**src/rtl/ascii_hex_word_parser.sv**
```systemverilog
// ascii_hex_word_parser: assembles ASCII hex-digit tokens into words on a valid/ready port
module ascii_hex_word_parser #(
  parameter int WORD_NIBBLES = 8
) (
  input  logic                      clk,
  input  logic                      nrst,
  input  logic                      char_valid,
  input  logic [7:0]                char_data,
  output logic                      char_ready,
  output logic                      word_valid,
  output logic [4*WORD_NIBBLES-1:0] word_data,
  input  logic                      word_ready,
  output logic                      err_invalid,
  output logic                      err_overflow
);
  localparam int W  = 4*WORD_NIBBLES;
  localparam int CW = $clog2(WORD_NIBBLES+1);
  typedef enum logic [1:0] {IDLE, ACCUM, SKIP, OUT} state_t;
  state_t state, state_n;
  logic [W-1:0] acc, acc_n, data_n;
  logic [CW-1:0] cnt, cnt_n;
  logic inv_n, ovf_n, take, is_dec, is_alpha, is_digit, is_delim, full;
  logic [3:0] nib;
  assign is_dec     = char_data inside {[8'h30:8'h39]};
  assign is_alpha   = char_data inside {[8'h41:8'h46], [8'h61:8'h66]};
  assign is_digit   = is_dec | is_alpha;
  assign is_delim   = char_data inside {8'h20, 8'h09, 8'h0a, 8'h0d, 8'h2c};
  assign nib        = is_dec ? char_data[3:0] : char_data[3:0] + 4'd9;
  assign char_ready = nrst && state != OUT;
  assign word_valid = state == OUT;
  assign take       = char_valid && char_ready;
  assign full       = cnt == CW'(WORD_NIBBLES);
  always_comb begin
    state_n = state;
    acc_n   = acc;
    cnt_n   = cnt;
    data_n  = word_data;
    inv_n   = 1'b0;
    ovf_n   = 1'b0;
    case (state)
      IDLE: if (take) begin
        if (is_digit) begin
          acc_n   = W'(nib);
          cnt_n   = CW'(1);
          state_n = ACCUM;
        end else if (!is_delim) begin
          inv_n   = 1'b1;
          state_n = SKIP;
        end
      end
      ACCUM: if (take) begin
        if (is_digit && !full) begin
          acc_n = (acc << 4) | W'(nib);
          cnt_n = cnt + CW'(1);
        end else begin
          // any token end clears the accumulator; only a delimiter publishes it
          acc_n   = '0;
          cnt_n   = '0;
          ovf_n   = is_digit;
          inv_n   = !is_digit && !is_delim;
          data_n  = is_delim ? acc : word_data;
          state_n = is_delim ? OUT : SKIP;
        end
      end
      SKIP: if (take && is_delim) state_n = IDLE;
      default: if (word_ready) state_n = IDLE;
    endcase
  end
  always_ff @(posedge clk) begin
    if (!nrst) begin
      state        <= IDLE;
      acc          <= '0;
      cnt          <= '0;
      word_data    <= '0;
      err_invalid  <= 1'b0;
      err_overflow <= 1'b0;
    end else begin
      state        <= state_n;
      acc          <= acc_n;
      cnt          <= cnt_n;
      word_data    <= data_n;
      err_invalid  <= inv_n;
      err_overflow <= ovf_n;
    end
  end
endmodule

```
**config.mk**
```make
export PLATFORM = sky130hd
export DESIGN_NAME = ascii_hex_word_parser
export DESIGN_NICKNAME = d
export VERILOG_FILES = /design/src/rtl/ascii_hex_word_parser.sv
export SDC_FILE = /design/constraint.sdc
export NUM_CORES = 1
export LEC_CHECK = 0
export CORE_MARGIN = 3
export CORE_UTILIZATION = 45
export DETAILED_ROUTE_END_ITERATION = 6
export PLACE_DENSITY_LB_ADDON = 0.2
export SYNTH_ARGS = -nofsm -noshare
export SYNTH_HDL_FRONTEND = slang
export SYNTH_SLANG_ARGS = --single-unit
```
**constraint.sdc**
```tcl
create_clock -name clk -period 4.97 [get_ports clk]
set_input_delay 0.497 -clock clk [delete_from_list [all_inputs] [get_ports clk]]
set_output_delay 0.497 -clock clk [all_outputs]
set_load 0.02 [all_outputs]
```
==> impl_results.md, run 1 <==
* Req. time, crit path at 5.25 ns
* Initial antenna violation count at 0
* Netlist Area Pre-Place at 2850 µm²
* Final Cycle Share at 0.524
* Peak VDD IR at 0.000183 V
* Critical Path AT at 2.88 ns
* Setup Crit Path Kind: input port to flip-flop
* Yosys cell types at 42
* Maximum achievable frequency at 0.384 GHz
* Critical path endpoint category: flip-flop
* Final setup fails at 0
* FP Rows at 28
* CTS root buf: clkbuf_8
* Sequential-to-total area share from yosys stat at 0.506
* Antenna viol nets, final at 0
* Slew headroom at 0.406
* Most common cell after layout, fill and taps aside: dfxtp_1
* Maximum root-to-sink buffer count at 2
* Routed via count at 2259
* DP Wirelength at 3740 µm
* Met3 wire len at 322 µm
* Final Power at 0.00109 W
* Post-route minimum period at 2.60 ns
* Overall routing resource usage at 0.157
* RSZ-0062 raised after global routing: no
* Slew Viols, Final at 0
* CTS buffer count at 9
* Antenna cell count at 0
* WL met2 at 2520 µm
* Post-CTS Hold Fix Bufs at 0
* Fin. Hold Viols at 0
* Leakage at 1.23 nW
* Most frequent cells in the layout: dfxtp_1, clkdlybuf4s50_1, nand2_1, nand3_1, o21ai_1
* Die H at 85.6 µm
* Uppermost routed layer: met4
* Post-synthesis cell count at 305
* Wirelength per Cell at 13.2 µm
* DRT Pass-1 Iters at 4
* Share of layout cells above drive strength 1 at 0.0776
* Clk slew on worst S/H paths at 0.07 ns
* Largest net degree at the start of global routing at 63
* M1 WL at 2650 µm
* Vias in the first global route at 2033
* Effective utilization at floorplan at 0.473
* Fin worst setup slack at 2.37 ns
* #FFs+latches synth at 72
* Syn. warnings at 0
* Post-synth EDFFs at 0
* CTS Sinks at 72
* Max Cap Violations at 0
* Pre-CTS WS at 1.99 ns
* Tightest Pin Transition at 0.891 ns
* Total congestion overflow at 0
* Area grow syn2layout at 23.5%
* CTS tree: built
* Htree depth at 3
* Die width at 85.6 µm
* Input/output buffers at 47
* Setup TNS at 0 ns
* I/O pin cnt at 48
* DR vias/cell at 5.34
* Async S/R FF share, synth at 0
* Syn Nets at 324
* Post_cts resized at 0
* Core footprint at 6030 µm²
* Die area at 7320 µm²
* Power Dens Cells at 311 nW/µm²
* Final Hold Slack at 0.454 ns
* First-pass GRT wire length at 9150 µm
* CP max FO at 30
* WL final at 5580 µm
* RePlAce Congestion at 0.819
* Setup bufs post-CTS at 0
* Top_reg_cell synth: dfxtp_1
* Initial DRC Count at 130
* DRC viols at 0
* Avg Inst Size Synth at 9.35 µm²
* Critical path launch point type: input port
* Clock skew at 0.00931 ns
* Status: finished, final reports clean
* NumNets Final at 362
* Skew-Pair Late Insertion Delay at 0.34 ns
* Worst hold path type: flip-flop to flip-flop
==> routing by layer <==
metal	vias to the layer above	GRT usage
met1	1025	0.194
met5	-	0
met3	9	0.0615
met4	0	0.0662
met2	56	0.243
li1	1169	-
==> critical path, stage by stage <==
cell             delay [ns]
clkdlybuf4s50_1        0.47
inv_1                  0.16
ha_1                   0.20
o21bai_2               0.09
a21oi_2                0.33
o211a_1                0.81
nand4_1                0.16
mux2i_1                0.14
==> area by class of cell <==
class,count,area [µm²]
Fill cell,543,2500
Tap cell,75,93.8
Clock buffer,11,141
Timing Repair Buffer,50,488
Sequential cell,72,1440
Multi-Input combinational cell,204,1280
Clock inverter,5,56.3
Inverter,6,22.5
==> power by group <==
part	leakage, nW	switching [W]	internal (W)
Sequential	0.580	0.00000234	0.000579
Clock	0.0993	0.000212	0.000245
Combinational	0.553	0.0000349	0.0000210
==> kinds of logic (layout without fill, tap and decap cells) <==
family,Yosys count,count (layout),share of synthesized area
AND/OR/NAND/NOR,106,106,0.182
AO/OA/AOI/OAI,87,87,0.218
flip-flops,72,72,0.506
buffers and inverters,29,72,0.0500
adder cells (fa/ha/maj),7,7,0.0307
XOR/XNOR,2,2,0.00615
multiplexers,2,2,0.00702
==> synthesized netlist by cell type, types with 2 or more instances <==
| cell type | n | area share |
|---|---|---|
| a21boi_0 | 2 | 0.0053 |
| a21oi_1 | 5 | 0.0088 |
| a22o_1 | 29 | 0.089 |
| buf_2 | 3 | 0.0053 |
| buf_6 | 4 | 0.016 |
| clkbuf_1 | 16 | 0.021 |
| dfxtp_1 | 72 | 0.51 |
| ha_1 | 7 | 0.031 |
| inv_1 | 6 | 0.0079 |
| mux2i_1 | 2 | 0.0070 |
| nand2_1 | 43 | 0.057 |
| nand2b_1 | 2 | 0.0044 |
| nand3_1 | 37 | 0.065 |
| nand3b_1 | 4 | 0.011 |
| nand4_1 | 2 | 0.0044 |
| nand4b_1 | 2 | 0.0061 |
| nor2_1 | 5 | 0.0066 |
| nor3_1 | 3 | 0.0053 |
| o21ai_0 | 3 | 0.0053 |
| o21ai_1 | 36 | 0.063 |
==> registers in the layout, summed over array words and instances, names as in the netlist <==
register      cells
cnt               4
err_overflow      1
word_data        32
state             2
acc              32
err_invalid       1
==> path summary, 6_finish.rpt <==
check / from / to / slack (ns) / cells past startpoint
worst min register to register: word_data[12] / word_data[12] / 0.45 / 2
worst max register to register: cnt[0] / cnt[3] / 2.77 / 7
worst min-delay path: word_data[12] / word_data[12] / 0.45 / 2
worst max-delay path: char_data[0] / cnt[3] / 2.37 / 8
==> through the flow <==
stage               instance area, µm²  utilization  cells
floorplan                         2850            -    305
global placement                  3320        0.551    407
detailed placement                3320        0.551    407
CTS                               3520        0.584    423
global route                      3520        0.584    423
finish                            3520        0.584    423
(Power assumes the default switching activity.)
==> inputs of run 2 (changes only) <==
==> constraint.sdc (replaced) <==
create_clock -name clk -period 2.35 [get_ports clk]
set_input_delay 0.235 -clock clk [delete_from_list [all_inputs] [get_ports clk]]
set_output_delay 0.235 -clock clk [all_outputs]
set_load 0.02 [all_outputs]
==> impl_results.md, run 2 (synthesis results as in run 1) <==
* Total congestion overflow at 0 (unchanged)
* CTS tree: built
* Status: finished, final reports clean
* Final Power at 0.00229 W (+110%)
* Post-CTS Hold Fix Bufs at 0 (unchanged)
* Final Hold Slack at 0.210 ns (-0.244 ns)
* DRC viols at 0 (unchanged)
* Leakage at 1.28 nW (+3.5%)
* CP max FO at 11 (-63%)
* CTS Sinks at 72 (unchanged)
* Initial DRC Count at 125 (-3.8%)
* WL final at 5670 µm (+1.7%)
* Skew-Pair Late Insertion Delay at 0.34 ns (about the same)
* Fin. Hold Viols at 0 (unchanged)
* Clock skew at 0.00790 ns (-0.00141 ns)
* I/O pin cnt at 48 (unchanged)
* Post-route minimum period at 2.00 ns
* Die H at 85.6 µm (unchanged)
* Clk slew on worst S/H paths at 0.07 ns (about the same)
* RePlAce Congestion at 0.869 (+6.1%)
* Final Util at 0.597 (+0.0131)
* Multi-input gate area at 1280 µm² (unchanged)
* Core footprint at 6030 µm² (unchanged)
* Overall routing resource usage at 0.162 (+0.00534)
* RSZ-0062 raised after global routing: no
* Share of layout cells above drive strength 1 at 0.0878 (+0.0102)
* FP Rows at 28 (unchanged)
* Die area at 7320 µm² (unchanged)
* Maximum achievable frequency at 0.499 GHz
* DR vias/cell at 5.25 (-1.8%)
* Final setup fails at 0 (unchanged)
* DRT Pass-1 Iters at 5 (+1)
* Slew Viols, Final at 0 (unchanged)
* FF/Latch Area at 1440 µm² (unchanged)
* Setup bufs post-CTS at 0 (unchanged)
* Critical Path AT at 1.77 ns (-1.11 ns)
* Post_cts resized at 0 (unchanged)
* First-pass GRT wire length at 9480 µm (+3.6%)
* Worst hold path type: input port to flip-flop
* Req. time, crit path at 2.12 ns (-3.13 ns)
* Antenna cell count at 0 (unchanged)
* Tightest Pin Transition at 0.454 ns (-0.437 ns)
* Initial antenna violation count at 0 (unchanged)
* Area grow syn2layout at 26.3%
* Wirelength per Cell at 13.3 µm (+0.52%)
* Most common cell after layout, fill and taps aside: dfxtp_1
* Largest net degree at the start of global routing at 44 (-30%)
* Antenna viol nets, final at 0 (unchanged)
* Final Cycle Share at 0.852
* Setup TNS at 0 ns (unchanged)
* Max Cap Violations at 0 (unchanged)
* Htree depth at 3 (unchanged)
* Critical path endpoint category: primary output
* Routed via count at 2245 (-0.62%)
* CTS root buf: clkbuf_8
* Maximum root-to-sink buffer count at 2 (unchanged)
* DP Wirelength at 3870 µm (+3.5%)
* Effective utilization at floorplan at 0.473 (unchanged)
* Most frequent cells in the layout: dfxtp_1, clkdlybuf4s50_1, nand2_1, nand3_1, o21ai_1
* Peak VDD IR at 0.000408 V (+120%)
* Critical path launch point type: flip-flop
* Regs by FF count: acc x32, word_data x32, cnt x4
* Vias in the first global route at 2045 (+0.59%)
* NumNets Final at 367 (+1.4%)
* Die width at 85.6 µm (unchanged)
* Layout filler cell count at 528 (-2.8%)
* Input/output buffers at 47 (unchanged)
* Setup Crit Path Kind: flip-flop to primary output
* Slew headroom at 0.697 (+0.291)
* Power Dens Cells at 637 nW/µm² (+110%)
* CTS buffer count at 9 (unchanged)
==> run 2: cell types whose count changed in the layout (fill, tap and decap cells not counted) <==
cell | previous run | this run
buf_12 | 0 | 4
buf_4 | 3 | 4
clkbuf_1 | 1 | 2
clkbuf_8 | 10 | 9
clkinv_4 | 1 | 2
clkinvlp_4 | 1 | 0
==> run 2: power by group <==
part	total, W	switching, W	internal [W]
clock network	0.000937	0.000446	0.000491
logic	0.000127	0.0000752	0.0000513
registers	0.00123	0.00000500	0.00122
==> run 2: stage by stage <==
step | std cells | setup WS, ns | cell area, µm²
after floorplan | 305 | 0.585 | 2850
after global placement | 412 | 0.129 | 3410
after detailed placement | 412 | 0.0482 | 3410
after CTS | 428 | 0.319 | 3600
after global routing | 428 | 0.258 | 3600
final | 428 | 0.348 | 3600
==> run 2: area by class of cell <==
cell class	instances	share of cell area
tap	75	0.0261
timing repair buffer	55	0.160
sequential	72	0.400
multi-input combinational	204	0.355
clock inverter	5	0.0160
inverter	6	0.00626
clock buffer	11	0.0365
==> run 2: path summary, 6_finish.rpt <==
kind,start,end,slack [ns],cells past startpoint
worst max-delay path,state[0],word_valid,0.35,2
worst min-delay path,nrst,state[1],0.21,2
worst max register to register,cnt[0],cnt[3],0.63,8
worst min register to register,acc[31],word_data[31],0.45,2
==> run 2: routing by layer <==
layer / share of wire / vias up / GRT usage
li1: - / 1175 / -
met1: 0.47 / 1014 / 0.212
met2: 0.48 / 52 / 0.244
met3: 0.044 / 4 / 0.0500
met4: 0.0074 / 0 / 0.0734
met5: 0 / - / 0
==> run 2: worst max-delay path: stages, from the launching register on <==
cell             delay (ns)
dfxtp_1                0.60
and2_1                 0.22
clkdlybuf4s50_1        0.61
